**src/rtl/mem_port_arbiter_pkg.sv**
```systemverilog
// Shared types and defaults for the instruction/data memory port arbiter.
package mem_port_arbiter_pkg;

   // Transfer sequencer states
   typedef enum logic [1:0] {
      ST_IDLE  = 2'd0,
      ST_ISSUE = 2'd1,
      ST_WAIT  = 2'd2
   } arb_state_e;

   // Which pipeline port owns the transfer in flight
   typedef enum logic {
      OWN_I = 1'b0,
      OWN_D = 1'b1
   } arb_owner_e;

   localparam int unsigned DEF_AW             = 32;
   localparam int unsigned DEF_DW             = 32;
   localparam int unsigned DEF_TIMEOUT_CYCLES = 255;

   // Bits needed to hold a count of 0..max_val
   function automatic int unsigned cnt_width(input int unsigned max_val);
      return (max_val < 1) ? 1 : $clog2(max_val + 1);
   endfunction

endpackage

```
**src/rtl/mem_port_arbiter_timeout.sv**
```systemverilog
// WAIT-phase watchdog counter; only built when MEM_ARB_TIMEOUT_EN is defined.
// Clears on clr, counts while en, saturates at MAX_CNT and flags expire_c there.
`ifdef MEM_ARB_TIMEOUT_EN
module arb_timeout_cnt
   import mem_port_arbiter_pkg::*;
#(
   parameter int unsigned MAX_CNT = DEF_TIMEOUT_CYCLES
) (
   input  logic clk,
   input  logic rst,
   input  logic clr,
   input  logic en,
   output logic expire_c
);

   localparam int unsigned CW = cnt_width(MAX_CNT);

   logic [CW-1:0] cnt_q;
   logic [CW-1:0] cnt_d;

   // Next count: clear wins, then saturating increment
   always_comb begin
      cnt_d = cnt_q;
      if (clr) begin
         cnt_d = '0;
      end else if (en && (cnt_q != CW'(MAX_CNT))) begin
         cnt_d = cnt_q + CW'(1);
      end
   end

   // Count register
   always_ff @(posedge clk) begin
      if (rst) begin
         cnt_q <= '0;
      end else begin
         cnt_q <= cnt_d;
      end
   end

   assign expire_c = (cnt_q == CW'(MAX_CNT));

endmodule
`endif

```
**src/rtl/mem_port_arbiter.sv**
```systemverilog
// Serializes fetch-stage and mem-stage accesses onto one memory bus.
// Data port has fixed priority; one transfer outstanding at a time.
// Optional WAIT timeout with bus_err pulse: define MEM_ARB_TIMEOUT_EN.
module mem_port_arbiter
   import mem_port_arbiter_pkg::*;
#(
   parameter int unsigned AW             = DEF_AW,
   parameter int unsigned DW             = DEF_DW,
   parameter int unsigned TIMEOUT_CYCLES = DEF_TIMEOUT_CYCLES
) (
   input  logic            clk,
   input  logic            rst,
   input  logic            i_req,
   input  logic [AW-1:0]   i_addr,
   output logic [DW-1:0]   i_rdata,
   output logic            i_stall,
   input  logic            d_req,
   input  logic            d_we,
   input  logic [DW/8-1:0] d_wstrb,
   input  logic [AW-1:0]   d_addr,
   input  logic [DW-1:0]   d_wdata,
   output logic [DW-1:0]   d_rdata,
   output logic            d_stall,
   output logic            m_req,
   output logic            m_we,
   output logic [DW/8-1:0] m_wstrb,
   output logic [AW-1:0]   m_addr,
   output logic [DW-1:0]   m_wdata,
   input  logic            m_gnt,
   input  logic            m_rvalid,
   input  logic [DW-1:0]   m_rdata,
   output logic            bus_err
);

   localparam int unsigned SW = DW / 8;

   arb_state_e    state_q,   state_d;
   arb_owner_e    owner_q,   owner_d;
   logic          m_req_q,   m_req_d;
   logic          m_we_q,    m_we_d;
   logic [SW-1:0] m_wstrb_q, m_wstrb_d;
   logic [AW-1:0] m_addr_q,  m_addr_d;
   logic [DW-1:0] m_wdata_q, m_wdata_d;
   logic [DW-1:0] i_rdata_q, i_rdata_d;
   logic [DW-1:0] d_rdata_q, d_rdata_d;
   logic          bus_err_q, bus_err_d;

   logic          expire_c;
   logic          rsp_c;
   logic          abort_c;
   logic          done_i_c;
   logic          done_d_c;
   logic [DW-1:0] rsp_data_c;

`ifdef MEM_ARB_TIMEOUT_EN
   logic to_clr_c;
   logic to_en_c;

   // Restart the watchdog on grant, count WAIT cycles with no response
   assign to_clr_c = (state_q == ST_ISSUE) && m_gnt;
   assign to_en_c  = (state_q == ST_WAIT) && !m_rvalid;

   arb_timeout_cnt #(
      .MAX_CNT (TIMEOUT_CYCLES)
   ) u_timeout (
      .clk      (clk),
      .rst      (rst),
      .clr      (to_clr_c),
      .en       (to_en_c),
      .expire_c (expire_c)
   );
`else
   logic unused_timeout;

   assign unused_timeout = |TIMEOUT_CYCLES;
   assign expire_c       = 1'b0;
`endif

   // Completion qualifiers: a real response beats a simultaneous timeout
   assign rsp_c      = (state_q == ST_WAIT) && (m_rvalid || expire_c);
   assign abort_c    = (state_q == ST_WAIT) && !m_rvalid && expire_c;
   assign rsp_data_c = m_rvalid ? m_rdata : '0;
   assign done_i_c   = rsp_c && (owner_q == OWN_I);
   assign done_d_c   = rsp_c && (owner_q == OWN_D);

   // Stall release and read data are combinational in the completion cycle
   assign i_stall = i_req && !done_i_c;
   assign d_stall = d_req && !done_d_c;
   assign i_rdata = (done_i_c && i_req) ? rsp_data_c : i_rdata_q;
   assign d_rdata = (done_d_c && d_req) ? rsp_data_c : d_rdata_q;

   assign m_req   = m_req_q;
   assign m_we    = m_we_q;
   assign m_wstrb = m_wstrb_q;
   assign m_addr  = m_addr_q;
   assign m_wdata = m_wdata_q;
   assign bus_err = bus_err_q;

   // Arbitration, bus request sequencing and response capture
   always_comb begin
      state_d   = state_q;
      owner_d   = owner_q;
      m_req_d   = m_req_q;
      m_we_d    = m_we_q;
      m_wstrb_d = m_wstrb_q;
      m_addr_d  = m_addr_q;
      m_wdata_d = m_wdata_q;
      i_rdata_d = i_rdata_q;
      d_rdata_d = d_rdata_q;
      bus_err_d = 1'b0;

      case (state_q)
         ST_IDLE: begin
            if (d_req) begin
               owner_d   = OWN_D;
               m_we_d    = d_we;
               m_wstrb_d = d_wstrb;
               m_addr_d  = d_addr;
               m_wdata_d = d_wdata;
               m_req_d   = 1'b1;
               state_d   = ST_ISSUE;
            end else if (i_req) begin
               owner_d   = OWN_I;
               m_we_d    = 1'b0;
               m_wstrb_d = '1;
               m_addr_d  = i_addr;
               m_req_d   = 1'b1;
               state_d   = ST_ISSUE;
            end
         end

         ST_ISSUE: begin
            if (m_gnt) begin
               m_req_d = 1'b0;
               state_d = ST_WAIT;
            end
         end

         ST_WAIT: begin
            if (rsp_c) begin
               state_d   = ST_IDLE;
               bus_err_d = abort_c;
               // A flushed requester's result is dropped
               if (done_i_c && i_req) begin
                  i_rdata_d = rsp_data_c;
               end
               if (done_d_c && d_req) begin
                  d_rdata_d = rsp_data_c;
               end
            end
         end

         default: begin
            state_d = ST_IDLE;
            m_req_d = 1'b0;
         end
      endcase
   end

   // State, owner, bus and capture registers
   always_ff @(posedge clk) begin
      if (rst) begin
         state_q   <= ST_IDLE;
         owner_q   <= OWN_I;
         m_req_q   <= 1'b0;
         m_we_q    <= 1'b0;
         m_wstrb_q <= '0;
         m_addr_q  <= '0;
         m_wdata_q <= '0;
         i_rdata_q <= '0;
         d_rdata_q <= '0;
         bus_err_q <= 1'b0;
      end else begin
         state_q   <= state_d;
         owner_q   <= owner_d;
         m_req_q   <= m_req_d;
         m_we_q    <= m_we_d;
         m_wstrb_q <= m_wstrb_d;
         m_addr_q  <= m_addr_d;
         m_wdata_q <= m_wdata_d;
         i_rdata_q <= i_rdata_d;
         d_rdata_q <= d_rdata_d;
         bus_err_q <= bus_err_d;
      end
   end

endmodule

```
**config.mk**
```make
export PLATFORM = sky130hd
export DESIGN_NAME = mem_port_arbiter
export DESIGN_NICKNAME = d
export VERILOG_FILES = /design/src/rtl/mem_port_arbiter_pkg.sv /design/src/rtl/mem_port_arbiter_timeout.sv /design/src/rtl/mem_port_arbiter.sv
export SDC_FILE = /design/constraint.sdc
export NUM_CORES = 1
export LEC_CHECK = 0
export BUFFER_PORTS_ARGS = -buffer_cell sky130_fd_sc_hd__buf_2
export CAP_MARGIN = 20
export CORE_ASPECT_RATIO = 1.5
export CORE_UTILIZATION = 49
export CTS_CLUSTER_SIZE = 30
export DETAILED_ROUTE_END_ITERATION = 8
export GPL_TIMING_DRIVEN = 0
export PLACE_DENSITY = 0.81
export SLEW_MARGIN = 25
export SYNTH_ARGS = -nofsm -noshare
export SYNTH_HDL_FRONTEND = slang
export SYNTH_SLANG_ARGS = --single-unit
```
**constraint.sdc**
```tcl
create_clock -name clk -period 2.2 [get_ports clk]
set_input_delay 0.44 -clock clk [delete_from_list [all_inputs] [get_ports clk]]
set_output_delay 0.44 -clock clk [all_outputs]
set_load 0.1 [all_outputs]
```
# --- Yosys cells after proc, flatten, opt, wreduce, memory -nomap -nowiden ---
# Cells that the tools add are included.
op_classes:
  mux: 19
  n_reduce_logical: 16
  bitwise: 2
  eq_ne: 5
op_table:
  columns: ["cell", "n"]
  rows:
  - ["2-to-1 mux 32 bit", 5]
  - ["2-to-1 mux 2 bit", 4]
  - ["2-to-1 mux 4 bit", 2]
  - ["logical AND 1 bit", 7]
  - ["2-to-1 mux 1 bit", 6]
  - ["case mux 2 bit (3 select lines)", 1]
  - ["AND reduction 2 bit", 3]
  - ["AND reduction 3 bit", 2]
  - ["!= test 2 bit (second input constant)", 2]
  - ["!= test 3 bit (second input constant)", 1]
  - ["case mux 1 bit (3 select lines)", 1]
  - ["equality test 2 x 1 -> 1 bit (second input constant)", 1]
  - ["equality test 2 bit (second input constant)", 1]
  - ["logical NOT 1 bit", 2]
  - ["logical NOT 2 bit", 1]
  - ["inverter 1 bit", 2]
  - ["nonzero test 2 bit", 1]
totals:
  inputBits: 139
  regBits: 137
  output_inout_bits: 137
  word_cells: 51

# --- Longest topological paths before layout ---
# Gate-level depths: netlist (run 1).
logic_depth:
  ltp_word: 5
  mapped_depth: 6
  ltp_nobuf: 3

# --- Worst setup path after synthesis (run 1) ---
# OpenSTA, ideal clock, no wires.
synth_path:
  path_kind: "input-to-output"
  start: "input port d_req"
  end: "output port d_stall"
  required_ns: 1.760
  arrival_ns: 2.476
  slack_ns: -0.716
  path_buffers: 2
  cell_stages: 4
  cell_sequence: "buf_2 -> buf_2 -> inv_1 -> a31oi_1"
synth_via:
  elab_chain_len: 1
synth_rtl:
  columns: ["item", "line", "text"]
  rows:
  - ["start: declaration", "mem_port_arbiter.sv:17", "input logic d_req,"]
  - ["logical AND 1 bit", "mem_port_arbiter.sv:88", "assign d_stall = d_req && !done_d_c;"]
  - ["end: declaration", "mem_port_arbiter.sv:23", "output logic d_stall,"]
# Every way passes these cells.

# --- Worst setup path in the final report (run 1) ---
layout_path:
  start: "register state_q[0]"
  end: "output port i_rdata[23]"
layout_via:
  elab_chain_len: 5
layout_rtl:
  columns: ["item", "line", "text"]
  rows:
  - ["start: declaration", "mem_port_arbiter.sv:37", "arb_state_e state_q, state_d;"]
  - ["start signal: assignment", "mem_port_arbiter.sv:174", "state_q <= state_d;"]
  - ["equality test 2 bit", "mem_port_arbiter.sv:80", "assign rsp_c = (state_q == ST_WAIT) && (m_rvalid || expire_c);"]
  - ["logical AND 1 bit", "mem_port_arbiter.sv:80", null]
  - ["logical AND 1 bit", "mem_port_arbiter.sv:83", "assign done_i_c = rsp_c && (owner_q == OWN_I);"]
  - ["logical AND 1 bit", "mem_port_arbiter.sv:89", "assign i_rdata = (done_i_c && i_req) ? rsp_data_c : i_rdata_q;"]
  - ["2-to-1 mux 32 bit", null, null]
  - ["end: declaration", "mem_port_arbiter.sv:15", "output logic [DW-1:0] i_rdata,"]
# Every way passes these cells.

==> flow_summary.yaml, run 1 <==
cells_and_area:
  nets: 1143
  drive_gt1_share_pct: 43.7
  fill_cells: 899
  fin_util_pct: 77.0
  n_antenna_cell: 0
  area_growth_pct: 53.0
  final_area_um2: 10400
global_route:
  grt_max_degree: 17
  track_usage_pct: 28.7
  antenna_found_initial: 0
  grt_pass1_wl_um: 32400
  grt_overflow: 0
  grt_pass1_vias: 6479
sta:
  drv_slew: 0
  grt_setup_unrepaired: "true"
  worst_slew_pin_slew_ns: 0.519
  clock_skew_ns: 0.0130
  fin_crit_sh_pct: 112
  period_needed_ns: 2.46
  fmax_mhz: 407
  layout_setup_ws_ns: -0.257
  setup_violations: 63
  slew_headroom_pct: 65.6
  hold-worst-slack_ns: 0.262
  hold_viol_final: 0
routing:
  antenna_left: 0
  dr.pass1.iters: 9
  vias: 6245
  route.detailed.drc: 10
  drt-total-wl_um: 22100
  wl_per_cell_um: 18.7
  viasPerCell: 5.30
  first_iter_violations: 240
die:
  ios: 276
  coreArea_um2: 13500
  die_area_um2: 14400
  die_y_um: 146
  initial_utilization_pct: 50.3
  fp.dieW_um: 98.3
  row_count: 52
setup_path:
  r2r_cells: 7
  cp.required_ns: 1.76
  r2r_slack_ns: 0.51
  cp_max_fo: 7
  end_kind: "output pin"
  worst_setup_path_start_kind: "flop"
  reg2reg_to: "i_rdata_q[0]"
  cp.arrival_ns: 2.02
  crit_type: "reg -> out"
  reg2reg_from: "state_q[0]"
cts:
  cts_tree: "yes"
  cts_sinks: 137
  insertion_delay_ns: 0.42
  cts_hold_buf: 0
  cts_buffers: 17
  cts_buffer_depth: 2
  htree_levels: 4
  clockRootBuffer: "clkbuf_16"
  path_clk_slew_ns: 0.06
yosys:
  synth_fp_nets: 825
  async_reset_ff_share_pct: 0
  synth_top_cell_by_area: "dfxtp_1"
  syn_area_um2: 6810
  synth_top_area_share_pct: 40.3
  synthTopCellsByArea: "dfxtp_1, mux2i_1, mux2_4"
  ys.warnings.count: 0
  synth.yosys.seq_area_share_pct: 40.3
  synth.avg_cell_area_um2: 9.93
  synth_cell_types: 30
  synth_enable_flop_cells: 0
  synth_common_cells: "dfxtp_1, mux2i_1, nand2b_1"
  synth.most_common_cell: "dfxtp_1"
  ys_ff_latch: 137
  syn_inst: 686
  synth_ff_type: "dfxtp_1"
min_path:
  hold_depth: 3
  hold_end: "m_wdata[11]"
  hold_start: "d_wdata[11]"
  hold_path_class: "in -> reg"
pwr:
  vdd_drop_max_v: 0.000761
  total_power_w: 0.00769
  power_per_cell_area_nw_per_um2: 738
  power_leakage_nw: 5.20
run:
  drv.max_cap_violation_count: 0
status:
  violations: "design-rule violations, negative setup slack"
  outcome: "complete, but fails checks"
placed_design:
  port_buffers: 273
  finalWeightedCongestion: 0.819
  post_dp_cell_area_um2: 8390
  hpwl_um: 13600
## worst max-delay path by stage
stage	start	to	slack [ns]
global route	state_q[0]	i_rdata[23]	-0.30
global placement	m_rvalid	i_rdata[31]	-0.19
CTS	state_q[0]	i_rdata[24]	-0.21
detailed placement	m_rvalid	i_rdata[31]	-0.21
floorplan	d_req	d_stall	-0.16
finish	state_q[0]	i_rdata[23]	-0.26
## area by class of cell
cell class | count | area, um^2 | share of cell area [%]
plain buffers | 56 | 382 | 3.66
clock buffers | 18 | 429 | 4.12
clock inverters | 14 | 223 | 2.14
inverters | 2 | 7.51 | 0.0720
multi-input cells | 490 | 3780 | 36.3
flip-flops and latches | 137 | 2750 | 26.4
well taps | 162 | 203 | 1.94
repair buffers | 300 | 2650 | 25.4
## what timing repair did
action,CTS,global route
pin swaps,1,2
hold endpoints to repair,0,0
resized for setup,264,28
cloned,3,5
setup buffers,15,6
endpoints found under the setup margin,65,64
## state kept, by name, indices dropped and copies added, names as in the netlist, 2 cells and up
signal     cells
m_wstrb        4
m_wdata       32
state_q        2
m_addr        32
i_rdata_q     32
d_rdata_q     32
## cell usage in the layout, fill, tap and decap left out, drive strengths merged
master,netlist,layout
buf,41,335
dfxtp,137,137
mux2i,96,96
nand2b,96,96
a21oi,72,72
nand2,70,71
mux2,64,64
clkbuf,17,39
and2,32,32
a211oi,32,32
nor2,9,9
clkinv,0,7
bufinv,0,5
nor3,4,4
o21ai,3,3
inv,2,3
or2,2,2
nor2b,2,2
nand4,1,1
and4bb,1,1
a31oi,1,1
nor3b,1,1
or3b,1,1
a2bb2oi,1,1
conb,1,1
clkinvlp,0,1
## stage by stage
stage,setup WS [ns],std cells,TNS [ns]
2_1_floorplan,-0.157,686,-0.157
3_3_place_gp,-0.191,1121,-8.82
3_5_place_dp,-0.208,1121,-9.53
4_1_cts,-0.211,1171,-11.60
5_1_grt,-0.301,1179,-16.30
6_report,-0.257,1179,-11.30
## worst max-delay path, cell delays in order, from the launching register on
cell       delay [ns]
dfxtp_4          0.36
and4bb_4         0.41
nand2_8          0.13
clkbuf_16        0.19
mux2_4           0.33
buf_12           0.17
## where the power goes
part,switching [W],internal (W),total [W]
Combinational,0.00140,0.000439,0.00184
Sequential,0.0000695,0.00261,0.00268
Clock,0.00114,0.00202,0.00317
## layer usage
metal | routed length, um | vias to the layer above | global-route usage [%]
met2 | 12400 | 235 | 55.5
met4 | 584 | 0 | 11.5
li1 | - | 2987 | -
met1 | 7870 | 2973 | 29.0
met3 | 1200 | 50 | 6.65
met5 | 0 | - | 0
## cells by family (layout without fill, tap and decap cells)
family	count (synthesis)	in the layout	share of synthesized area, %
other cells	1	1	0.0551
flops	137	137	40.3
mux	160	160	27.8
compound gates	109	109	9.26
simple gates	219	220	17.6
buf+inv	60	390	5.03
No activity file was read; power rests on OpenSTA's default activity.
==> inputs of run 2 (changes only) <==
--- a/config.mk
+++ b/config.mk
@@ -16,4 +16,5 @@
 export SLEW_MARGIN = 25
 export SYNTH_ARGS = -nofsm -noshare
 export SYNTH_HDL_FRONTEND = slang
+export SYNTH_HIERARCHICAL = 1
 export SYNTH_SLANG_ARGS = --single-unit
==> constraint.sdc (replaced) <==
create_clock -name clk -period 2.2 [get_ports clk]
set_input_delay 0.44 -clock clk [delete_from_list [all_inputs] [get_ports clk]]
set_output_delay 0.44 -clock clk [all_outputs]
set_load 0.05 [all_outputs]
==> run 2 against run 1 <==
Against the previous run:
- the flow still finishes with violations (design-rule violations, negative setup slack)
- clock skew shrank 0.0059 ns
- highest routed layer unchanged
- combinational power shrank 28%
- critical endpoint is now d_rdata[24]
- routed wire length decreased by 11%
- sequential power about the same
- power decreased by 9.6%
- design area shrank 6.9%
- worst hold slack got worse by 0.0033 ns
==> flow_summary.yaml, run 2 <==
cts:
  cts_tree: "yes"
  cts_sinks: 137
  htree_levels: 4
  path_clk_slew_ns: 0.06
  cts_hold_buf: 0
  cts_buffers: 17
  clockRootBuffer: "clkbuf_16"
  insertion_delay_ns: 0.41
  cts_buffer_depth: 2
cells_and_area:
  mostFrequentLayoutCells: "buf_2, dfxtp_1, mux2i_1, nand2b_1, a21oi_1"
  nets: 1134
  area_growth_pct: 42.4
  layout_commonest_cell: "buf_2"
  fill_cells: 978
  stdcell_count: 1171
  drive_gt1_share_pct: 42.9
  fin_util_pct: 71.7
  final_area_um2: 9700
routing:
  vias: 6114
  first_iter_violations: 163
  viasPerCell: 5.22
  wl_per_cell_um: 16.8
  drt-total-wl_um: 19700
  dr.pass1.iters: 7
  route.detailed.drc: 17
  antenna_left: 0
setup_path:
  crit_chain: "nor2b_4 > nand4_1 > buf_6 > buf_12 > buf_12 > mux2_4 > buf_8"
  slowest_delay_ns: 0.35
  reg2reg_from: "state_q[0]"
  cp_num_buf_inv: 4
  cp_max_fo: 6
  r2r_cells: 7
  cp_common_cell: "buf_12"
  reg2reg_to: "i_rdata_q[11]"
  end_kind: "output pin"
  crit_family: "buffers and inverters"
  cp.required_ns: 1.76
  crit_slowest_cell: "dfxtp_2"
  crit_type: "reg -> out"
  r2r_slack_ns: 0.47
  cp.arrival_ns: 1.93
  worst_setup_path_start_kind: "flop"
die:
  ios: 276
  fp.dieW_um: 98.3
  die_y_um: 146
  row_count: 52
  initial_utilization_pct: 50.3
  coreArea_um2: 13500
  die_area_um2: 14400
pwr:
  power_leakage_nw: 4.97
  vdd_drop_max_v: 0.000547
  power_per_cell_area_nw_per_um2: 717
yosys:
  ys.warnings.count: 6
  synthTopCellsByArea: "dfxtp_1, mux2i_1, mux2_4"
  synth.most_common_cell: "dfxtp_1"
  ys_ff_latch: 137
  syn_inst: 686
  synth_ff_type: "dfxtp_1"
  synth_common_cells: "dfxtp_1, mux2i_1, nand2b_1"
  synth_top_cell_by_area: "dfxtp_1"
  synth_enable_flop_cells: 0
  synth_top_area_share_pct: 40.3
  synth_cell_types: 30
  synth.avg_cell_area_um2: 9.93
  synth_fp_nets: 825
  syn_area_um2: 6810
  async_reset_ff_share_pct: 0
  synth.yosys.seq_area_share_pct: 40.3
sta:
  period_needed_ns: 2.37
  hold_viol_final: 0
  fmax_mhz: 421
  setup_violations: 64
  grt_setup_unrepaired: "true"
  clock_skew_ns: 0.00704
  hold-worst-slack_ns: 0.259
  drv_slew: 0
  layout_setup_ws_ns: -0.173
  fin_crit_sh_pct: 108
min_path:
  hold_path_class: "in -> reg"
  hold_end: "m_wdata[9]"
  hold_start: "d_wdata[9]"
  hold_depth: 3
global_route:
  grt_max_degree: 17
  antenna_found_initial: 1
  grt_pass1_vias: 6251
  grt_pass1_wl_um: 30300
  track_usage_pct: 26.5
  grt_overflow: 0
placed_design:
  dp.cells: 1121
  hpwl_um: 13500
  port_buffers: 273
  finalWeightedCongestion: 0.775
  post_dp_cell_area_um2: 8380
status:
  outcome: "complete, but fails checks"
  violations: "design-rule violations, negative setup slack"
run:
  drv.max_cap_violation_count: 0
run 2: cell types whose count changed in the layout (fill, tap and decap cells not counted), moves of 4 or more:
cell and delta:
buf_4 -6, mux2_2 +6, clkinv_4 -4, buf_8 +9
inv_6 +4, buf_6 +53, buf_12 -61, mux2_4 -6
run 2: how the worst max path moves through the flow:
stage	start	end	slack [ns]	cells past startpoint
global route	state_q[1]	d_rdata[24]	-0.27	7
floorplan	d_req	d_stall	0.008	4
CTS	state_q[1]	d_rdata[24]	-0.23	8
detailed placement	d_req	d_rdata[24]	-0.06	7
global placement	d_req	d_rdata[0]	-0.09	7
finish	state_q[1]	d_rdata[24]	-0.17	7
run 2: worst reg2reg max path: cells and delay by family, from the launching register on:
kind	cells	cell delay, ns
muxes	1	0.20
buffers and inverters	4	0.61
and+or+nand+nor	2	0.47
DFF	1	0.36
run 2: metrics by stage:
step / total power (W) / setup slack, ns / TNS (ns)
2_1_floorplan: 0.00364 / 0.00770 / 0
3_3_place_gp: 0.00400 / -0.0861 / -3.04
3_5_place_dp: 0.00402 / -0.0649 / -2.50
4_1_cts: 0.00697 / -0.234 / -12.54
5_1_grt: 0.00720 / -0.274 / -11.54
6_report: 0.00695 / -0.173 / -6.80
run 2: layout make-up:
| class | instances | area, um^2 | share of cell area, % |
|---|---|---|---|
| Timing Repair Buffer | 293 | 2050 | 21.1 |
| Sequential cell | 137 | 2750 | 28.3 |
| Inverter | 2 | 7.51 | 0.0774 |
| Antenna cell | 1 | 2.50 | 0.0258 |
| Buffer | 55 | 353 | 3.64 |
| Clock inverter | 12 | 164 | 1.69 |
| Tap cell | 162 | 203 | 2.09 |
| Multi-Input combinational cell | 489 | 3730 | 38.4 |
| Clock buffer | 20 | 447 | 4.60 |
run 2: per-layer routing:
metal	up-vias	routed length [um]	track usage, %	share of wire (%)
met5	-	0	0	0
met4	0	461	9.55	2.3
met3	32	1040	6.08	5.3
met2	221	11000	51.1	56
met1	2895	7210	27.5	37
li1	2966	-	-	-
run 2: power by group:
group	total [W]	switching, W	leakage, nW	internal (W)
Clock	0.00295	0.00112	0.284	0.00183
Combinational	0.00132	0.000899	3.57	0.000424
Sequential	0.00268	0.0000663	1.12	0.00261
Total	0.00695	0.00209	4.97	0.00487
run 2: repair_timing:
item	CTS	global route
resized for setup	120	41
pin swaps	2	1
endpoints found under the setup margin	64	64
hold endpoints to repair	0	0
setup buffers	15	3
gates cloned	3	1
run 2: cell families after synthesis:
group | synth area share (%)
flip-flops | 40.3
other | 0.0551
multiplexers | 27.8
AND/OR/NAND/NOR | 17.6
AO/OA/AOI/OAI | 9.26
buffers and inverters | 5.03
